--- config.mk ---
export PLATFORM = sky130hd
export DESIGN_NAME = cq_multicanal
export DESIGN_NICKNAME = d
export VERILOG_FILES = /design/src/rtl/cq_pkg.sv /design/src/rtl/cq_multicanal_canal.sv /design/src/rtl/cq_multicanal.sv
export SDC_FILE = /design/constraint.sdc
export NUM_CORES = 1
export LEC_CHECK = 0
export CAP_MARGIN = 20
export CORE_ASPECT_RATIO = 0.7
export CORE_MARGIN = 2
export CORE_UTILIZATION = 45
export CTS_CLUSTER_DIAMETER = 150
export DETAILED_ROUTE_END_ITERATION = 6
export GPL_TIMING_DRIVEN = 0
export PLACE_DENSITY = 0.73
export SYNTH_ARGS = -nofsm -noshare
export SYNTH_HDL_FRONTEND = slang
export SYNTH_SLANG_ARGS = --single-unit
--- constraint.sdc ---
create_clock -name CLK -period 4.6 [get_ports CLK]
set_input_delay 0.69 -clock CLK [delete_from_list [all_inputs] [get_ports CLK]]
set_output_delay 0.69 -clock CLK [all_outputs]
set_load 0.02 [all_outputs]
--- src/rtl/cq_pkg.sv ---
// Shared types and helpers for the multi-channel quality-control block.
// Optional verdict timeout is enabled with the CQ_TIMEOUT_EN macro.
package cq_pkg;

    typedef enum logic {
        IDLE    = 1'b0,
        INSPECT = 1'b1
    } cq_estado_t;

    localparam int unsigned MAX_CH = 16;

    // Callers zero-extend their N_CH-wide vector to MAX_CH bits.
    function automatic logic [4:0] popcount(input logic [MAX_CH-1:0] v);
        logic [4:0] n;
        n = '0;
        for (int i = 0; i < MAX_CH; i++) begin
            n = n + 5'(v[i]);
        end
        return n;
    endfunction

    function automatic logic [31:0] sat_add(input logic [31:0] a,
                                            input logic [31:0] b,
                                            input logic [31:0] maxv);
        logic [32:0] s;
        s = {1'b0, a} + {1'b0, b};
        return (s > {1'b0, maxv}) ? maxv : s[31:0];
    endfunction

endpackage

--- src/rtl/cq_multicanal_canal.sv ---
// One inspection channel: two-state Mealy FSM, its outputs and the optional
// verdict timeout counter (present only when CQ_TIMEOUT_EN is defined).
module cq_canal
    import cq_pkg::*;
#(
    parameter int TIMEOUT = 15
) (
    input  logic CLK,
    input  logic RST_n,
    input  logic pronto_i,
    input  logic aprovado_i,
    input  logic reprovado_i,
    output logic conta_o,
    output logic descarte_o,
    output logic posicao_o,
    output logic timeout_o
);

    cq_estado_t estado_q, estado_d;
    logic       verdict;
    logic       expire;
    logic       inspect;

    assign inspect = (estado_q == INSPECT);
    assign verdict = aprovado_i | reprovado_i;

`ifdef CQ_TIMEOUT_EN
    localparam int TW = $clog2(TIMEOUT + 1);

    logic [TW-1:0] tmr_q, tmr_d;
    logic          timeout_q;

    assign expire    = inspect & ~verdict & (tmr_q == TW'(TIMEOUT - 1));
    assign timeout_o = timeout_q;

    // Cleared while idle and on every verdict, so each new piece starts at 0.
    always_comb begin
        tmr_d = tmr_q;
        if (!inspect || verdict) begin
            tmr_d = '0;
        end else begin
            tmr_d = tmr_q + 1'b1;
        end
    end

    always_ff @(posedge CLK) begin
        if (!RST_n) begin
            tmr_q     <= '0;
            timeout_q <= 1'b0;
        end else begin
            tmr_q     <= tmr_d;
            timeout_q <= expire;
        end
    end
`else
    assign expire    = 1'b0;
    assign timeout_o = 1'b0;
`endif

    always_comb begin
        estado_d = estado_q;
        case (estado_q)
            IDLE: begin
                if (pronto_i) estado_d = INSPECT;
            end
            INSPECT: begin
                if (verdict) begin
                    estado_d = pronto_i ? INSPECT : IDLE;
                end else if (expire) begin
                    estado_d = IDLE;
                end
            end
            default: estado_d = IDLE;
        endcase
    end

    always_comb begin
        posicao_o  = 1'b0;
        conta_o    = 1'b0;
        descarte_o = 1'b0;
        if (RST_n) begin
            posicao_o  = inspect | pronto_i;
            conta_o    = inspect & aprovado_i & ~reprovado_i;
            descarte_o = (inspect & reprovado_i) | expire;
        end
    end

    always_ff @(posedge CLK) begin
        if (!RST_n) begin
            estado_q <= IDLE;
        end else begin
            estado_q <= estado_d;
        end
    end

endmodule

--- src/rtl/cq_multicanal.sv ---
// Multi-channel quality-control top: N_CH channel FSMs plus shared saturating
// totals and batch detection. Verdict timeout is enabled with CQ_TIMEOUT_EN.
module cq_multicanal
    import cq_pkg::*;
#(
    parameter int N_CH    = 4,
    parameter int CNT_W   = 8,
    parameter int BATCH   = 10,
    parameter int TIMEOUT = 15
) (
    input  logic             CLK,
    input  logic             RST_n,
    input  logic [N_CH-1:0]  Pronto,
    input  logic [N_CH-1:0]  Aprovado,
    input  logic [N_CH-1:0]  Reprovado,
    output logic [N_CH-1:0]  Conta,
    output logic [N_CH-1:0]  Descarte,
    output logic [N_CH-1:0]  Posicao,
    output logic [N_CH-1:0]  Timeout,
    output logic [CNT_W-1:0] Total_Aprovados,
    output logic [CNT_W-1:0] Total_Reprovados,
    output logic             Lote_Completo
);

    // BATCH >= N_CH guarantees at most one batch completes per cycle.
    if (N_CH < 1 || N_CH > 16 || CNT_W < 1 || CNT_W > 31 || BATCH < 2 ||
        BATCH < N_CH || BATCH > (1 << CNT_W) - 1 || TIMEOUT < 1) begin : g_bad_cfg
        $error("cq_multicanal: invalid parameter combination");
    end

    localparam logic [31:0] MAX_TOT = 32'((64'd1 << CNT_W) - 64'd1);

    for (genvar gi = 0; gi < N_CH; gi++) begin : g_canal
        cq_canal #(
            .TIMEOUT (TIMEOUT)
        ) u_canal (
            .CLK         (CLK),
            .RST_n       (RST_n),
            .pronto_i    (Pronto[gi]),
            .aprovado_i  (Aprovado[gi]),
            .reprovado_i (Reprovado[gi]),
            .conta_o     (Conta[gi]),
            .descarte_o  (Descarte[gi]),
            .posicao_o   (Posicao[gi]),
            .timeout_o   (Timeout[gi])
        );
    end

    logic [CNT_W-1:0] tot_a_q, tot_a_d;
    logic [CNT_W-1:0] tot_r_q, tot_r_d;
    logic [CNT_W-1:0] lote_cnt_q, lote_cnt_d;
    logic             lote_q, lote_d;
    logic [4:0]       inc_a, inc_r;
    logic [31:0]      lote_sum;

    always_comb begin
        inc_a      = popcount(MAX_CH'(Conta));
        inc_r      = popcount(MAX_CH'(Descarte));
        tot_a_d    = CNT_W'(sat_add(32'(tot_a_q), 32'(inc_a), MAX_TOT));
        tot_r_d    = CNT_W'(sat_add(32'(tot_r_q), 32'(inc_r), MAX_TOT));
        lote_sum   = 32'(lote_cnt_q) + 32'(inc_a);
        lote_cnt_d = CNT_W'(lote_sum);
        lote_d     = 1'b0;
        if (lote_sum >= 32'(BATCH)) begin
            lote_cnt_d = CNT_W'(lote_sum - 32'(BATCH));
            lote_d     = 1'b1;
        end
    end

    always_ff @(posedge CLK) begin
        if (!RST_n) begin
            tot_a_q    <= '0;
            tot_r_q    <= '0;
            lote_cnt_q <= '0;
            lote_q     <= 1'b0;
        end else begin
            tot_a_q    <= tot_a_d;
            tot_r_q    <= tot_r_d;
            lote_cnt_q <= lote_cnt_d;
            lote_q     <= lote_d;
        end
    end

    assign Total_Aprovados  = tot_a_q;
    assign Total_Reprovados = tot_r_q;
    assign Lote_Completo    = lote_q;

endmodule

* Yosys cells after proc, flatten, opt, wreduce, memory -nomap -nowiden
Cells that the tools add are included.
** Word-level totals
- Register bits after elaboration :: 29
- Memories kept :: 0
- Bits in writable memories :: 0
- Output and inout port bits :: 33
- Bits of input ports :: 14
- Word-level logic and storage cells :: 77
- ROM bits :: 0
- Bits in latches :: 0
** Cells by class
- Multiplexer cells :: 28
- $mul :: 0
- Bitwise logic cells :: 28
- Reduce and logical (&&, ||, !) cells :: 0
- Shift operators :: 0
- Add/subtract/negate cells :: 10
- Magnitude comparators :: 3
- Equality and inequality tests :: 0
- Div/mod/pow operators :: 0
** Operator list (count)
- 8-bit by 4-bit adder with 9-bit output :: 3
- 8-bit two-way mux :: 3
- 1-bit two-way mux :: 21
- 9-bit by 8-bit > comparator with 1-bit output, second input constant :: 2
- 1-bit AND :: 12
- 9-bit by 4-bit greater-or-equal comparator with 1-bit output, second input constant :: 1
- 3-bit by 1-bit adder with 4-bit output :: 2
- 1-bit NOT :: 8
- 1-bit bitwise OR :: 8
- 1-bit one-hot mux with 2 select lines :: 4
- 8-bit by 4-bit subtractor with 8-bit output, second input constant :: 1
- 2-bit by 1-bit adder with 3-bit output :: 2
- 1-bit by 1-bit adder with 2-bit output :: 2

* Longest topological paths before layout
- Depth after elaboration :: 9
- Depth in mapped cells :: 16

* Hierarchy
From an unflattened synthesis, not the netlist that was laid out.
** Unflattened totals
- Cells, all modules :: 235
- Area total of the unflattened synthesis :: 2079.5 um2
** By module, submodules not included
- cq_multicanal :: cells an instance 203, instances 1, area each 1769.2 um2
- cq_canal :: cells an instance 8, instances 4, area each 77.6 um2

* Worst setup path before layout
No wires, ideal clock.
- Path kind :: input to register
- Start :: in RST_n
- End :: reg lote_cnt_q[5]
- Slack :: 0.370 ns
- Data required time :: 4.528 ns
- Stages :: 16
- Arrival time :: 4.158 ns
- Path through :: clkbuf_1 and4b_1 fa_1 ha_1 ha_1 inv_1 fa_1 xnor2_1 inv_2 ha_1 inv_1 nor3_1 a32oi_2 o311ai_4 a221oi_2 mux2i_1
** On the way
- Word-level cells in the longest chain between the ends :: 7
** RTL lines
- from (decl) :: RTL line cq_multicanal.sv:12 : input logic RST_n,
- 1-bit two-way mux * :: RTL line cq_multicanal_canal.sv:81 : if (RST_n) begin
- via g_canal[1].u_canal.conta_o :: RTL line cq_multicanal_canal.sv:13 : output logic conta_o,
- 1-bit by 1-bit adder with 2-bit output * :: RTL line cq_pkg.sv:17 : n = n + 5'(v[i]);
- 2-bit by 1-bit adder with 3-bit output * :: RTL line cq_pkg.sv:17
- 3-bit by 1-bit adder with 4-bit output * :: RTL line cq_pkg.sv:17
- 8-bit by 4-bit adder with 9-bit output * :: RTL line cq_multicanal.sv:61 : lote_sum = 32'(lote_cnt_q) + 32'(inc_a);
- 8-bit by 4-bit subtractor with 8-bit output / 9-bit by 4-bit greater-or-equal comparator with 1-bit output (equally long branches) :: RTL line cq_multicanal.sv:65, cq_multicanal.sv:64
- 8-bit two-way mux * :: RTL line cq_multicanal.sv:64 : if (lote_sum >= 32'(BATCH)) begin
- to (signal assigned) :: RTL line cq_multicanal.sv:79 : lote_cnt_q <= lote_cnt_d;
- to (decl) :: RTL line cq_multicanal.sv:51 : logic [CNT_W-1:0] lote_cnt_q, lote_cnt_d;
The timed path passes the listed nets; every way through them passes the cells marked *.
A chain may end at the register's enable or synchronous reset.

* Worst setup path in the final report
- Start :: in Reprovado[0]
- End :: reg lote_cnt_q[7]
** On the way
- Word-level cells in the longest chain between the ends :: 9
** RTL lines
- from (decl) :: RTL line cq_multicanal.sv:15 : input logic [N_CH-1:0] Reprovado,
- 1-bit NOT * :: RTL line cq_multicanal_canal.sv:83 : conta_o = inspect & aprovado_i & ~reprovado_i;
- 1-bit AND * :: RTL line cq_multicanal_canal.sv:83
- 1-bit two-way mux * :: RTL line cq_multicanal_canal.sv:81
- via g_canal[0].u_canal.conta_o :: RTL line cq_multicanal_canal.sv:13
- 1-bit by 1-bit adder with 2-bit output * :: RTL line cq_pkg.sv:17
- 2-bit by 1-bit adder with 3-bit output * :: RTL line cq_pkg.sv:17
- 3-bit by 1-bit adder with 4-bit output * :: RTL line cq_pkg.sv:17
- 8-bit by 4-bit adder with 9-bit output * :: RTL line cq_multicanal.sv:61
- 8-bit by 4-bit subtractor with 8-bit output / 9-bit by 4-bit greater-or-equal comparator with 1-bit output (equally long branches) :: RTL line cq_multicanal.sv:65, cq_multicanal.sv:64
- 8-bit two-way mux * :: RTL line cq_multicanal.sv:64
Marked as above.

==> results.ini <==
[power]
p_clk_frac = 0.208
p_switching_w = 0.000374
leakage_nw = 1.13
intPower_w = 0.000636
power.density_nw_per_um2 = 378
sw_frac_of_total = 0.370
combPwrFrac = 0.478
seqPwrFrac = 0.314
ir_drop_v = 0.000200

[placement]
portBuffers = 42
placed_area_um2 = 2530
place_ws_ns = -0.711
hpwlAfterDp_um = 3600
place_congestion = 0.919

[setup_path]
timing.rr.end = lote_cnt_q[7]
cp-startpoint = Reprovado[0]
worst-path-buf-inv = 2
critPathLaunchType = primary input
crit_path_end_kind = flop
crit_cells = 13
critPathRequiredTime_ns = 4.80
arrival_ns = 4.65
crit_family = adder cells
path_class = primary input to flop
cpPeakStageDelay_ns = 0.53
regToRegStartpoint = g_canal[3].u_canal.estado_q
critPathSlowestCell = o21ai_0
cp_cell_sequence = clkdlybuf4s50_1 > and4b_1 > fa_1 > ha_1 > ha_1 > ha_1 > a211o_1 > and3_1 > clkbuf_1 > o21ai_0 > nand3_1 > o2111a_1 > nor3_1
rrSetupSlack_ns = 0.77
cp_max_fo = 7
crit_path_end = lote_cnt_q[7]
reg2regPathDepth = 12
critical_path.most_common_cell = ha_1

[floorplan]
die-area_um2 = 5080
floorplan.initialDensity = 0.469
die_x_um = 84.3
rows = 20
io_pins = 47
core_area_um2 = 4330
fp.dieH_um = 60.2

[drt]
drtIter0Drc = 149
avgRoutedWirePerCell_um = 13.6
num_vias = 1857
routed_wl_um = 4760
drc = 0
dr.pass1.iters = 4
ant_nets = 0
viasPerCell = 5.29

[layout]
fin_nets = 325
layout.cells.most_common_list = clkdlybuf4s50_1, dfxtp_1, nor2_1, a21oi_1, buf_4
final_core_util = 0.616
syn_to_final_growth_pct = 31.3
drive_above_1_share = 0.145
layout_commonest_cell = clkdlybuf4s50_1
antenna_cells = 0
fin_area_um2 = 2670

[logic_synthesis]
syn_area_um2 = 2030
synth_cell_types = 48
synth_edf_count = 0
synth_ff_type = dfxtp_1
syn_area_per_cell_um2 = 8.40
synth_cells = 242
ys_ff_latch = 29
ys_seq_area_frac = 0.286
synthArstFlopShare = 0
yosysWarnings = 0

[clock_tree]
cts_root_buf = clkbuf_8
cts_sinks = 29
clk_path_buf_depth = 2
numCtsBuffers = 5
clk_latency_ns = 0.28
cts_tree = done
htreeDepth = 2
path_clk_slew_ns = 0.07

[sta]
rsz0062_at_grt = no
layout_setup_ws_ns = 0.149
setup_viol = 0
fin_crit_sh = 0.968
fin_crit_ns = 4.45
slew-limit-headroom = 0.590
maxSlewViolCount = 0
tightest_slew_ns = 0.609
max_clock_freq_ghz = 0.225
fin_skew_ns = 0.0102
hold_violations = 0

[min_path]
holdPathStages = 2
hold_class = flop to flop

[global_route]
grt_overflow = 0
grt_pass1_vias = 1690
grt_max_degree = 11
antenna_found_initial = 0
grt_use_total = 0.195
grt_pass1_wl_um = 7830

[flow_run]
cap_violations = 0

[outcome]
status = finished clean

-- Yosys cell counts (2+ instances only) --
cell | instances | area share
and2_1 | 4 | 0.012
buf_4 | 16 | 0.059
nor3b_1 | 3 | 0.011
nand4_1 | 2 | 0.0062
a31oi_1 | 2 | 0.0062
nor3_1 | 7 | 0.017
and3_1 | 5 | 0.015
a211oi_1 | 2 | 0.0074
or3_1 | 3 | 0.0092
nand2b_1 | 3 | 0.0092
or2_2 | 2 | 0.0062
and4b_1 | 5 | 0.025
nor2_1 | 24 | 0.044
inv_1 | 14 | 0.026
o21ai_0 | 4 | 0.0099
fa_1 | 6 | 0.059
ha_1 | 9 | 0.055
xnor2_1 | 9 | 0.039
a21oi_1 | 23 | 0.057
a221oi_2 | 2 | 0.015
nand3_1 | 14 | 0.034
buf_2 | 3 | 0.0074
clkbuf_1 | 5 | 0.0092
nand2_1 | 12 | 0.022
a211o_1 | 2 | 0.0086
nor4_1 | 2 | 0.0062
xor2_1 | 7 | 0.030
dfxtp_1 | 29 | 0.29
mux2i_1 | 4 | 0.020
-- cell type report --
cell class | instances | area (um^2)
Timing Repair Buffer | 44 | 438
Sequential cell | 29 | 581
Tap cell | 55 | 68.8
Inverter | 15 | 56.3
Buffer | 25 | 176
Clock buffer | 7 | 86.3
Fill cell | 399 | 1660
Multi-Input combinational cell | 176 | 1260
-- flip-flops by register name, indices dropped and copies added, names as in the netlist --
name                      flops
lote_cnt_q                    8
Total_Reprovados              8
Total_Aprovados               8
g_canal.u_canal.estado_q      4
Lote_Completo                 1
-- worst min-delay path by stage --
stage / from / end / slack (ns)
final: g_canal[0].u_canal.estado_q / g_canal[0].u_canal.estado_q / 0.54
after global routing: g_canal[0].u_canal.estado_q / g_canal[0].u_canal.estado_q / 0.56
after CTS: g_canal[2].u_canal.estado_q / g_canal[2].u_canal.estado_q / 0.54
after detailed placement: g_canal[2].u_canal.estado_q / g_canal[2].u_canal.estado_q / 0.52
after global placement: g_canal[2].u_canal.estado_q / g_canal[2].u_canal.estado_q / 0.51
after floorplan: g_canal[0].u_canal.estado_q / g_canal[0].u_canal.estado_q / 0.48
-- power by group through the flow --
stage	logic (W)	registers (W)	clock network, W
floorplan	0.000346	0.000323	0
global placement	0.000440	0.000319	0
detailed placement	0.000447	0.000320	0
CTS	0.000467	0.000316	0.000216
global route	0.000533	0.000320	0.000225
finish	0.000483	0.000317	0.000210
-- stage by stage --
stage                     std cells  hold WS (ns)  setup TNS [ns]  power, W
after floorplan                 245         0.481               0  0.000669
after global placement          342         0.513           -3.99  0.000759
after detailed placement        342         0.519           -4.31  0.000767
after CTS                       350         0.536               0  0.000999
after global routing            351         0.559               0   0.00108
final                           351         0.536               0   0.00101
-- tightest hold or removal path: cells and delay by family (launching register included) --
kind / cells / cell delay (ns)
AOI/OAI and AO/OA: 1 / 0.08
DFF: 1 / 0.35
and+or+nand+nor: 1 / 0.07
-- layer usage --
layer  wire length [um]  GRT usage
met5                  0          0
met4                 13     0.0369
met3                273     0.0456
met2               2050      0.296
met1               2420      0.284
-- repair_timing --
item	CTS	global route
hold buffers	0	0
setup buffers	1	1
endpoints found under the setup margin	8	6
gates resized for setup	8	3
pin swaps	4	3
-- cells by family (layout without fill, tap and decap cells) --
family,count (synthesis),after routing,synth area share
compound gates,46,46,0.162
xor+xnor,16,16,0.0690
fa+ha+maj,15,15,0.115
buf+inv,40,91,0.109
flops,29,29,0.286
mux,4,4,0.0197
other cells,1,4,0.00185
simple gates,91,91,0.238
No activity file was read; power rests on OpenSTA's default activity.
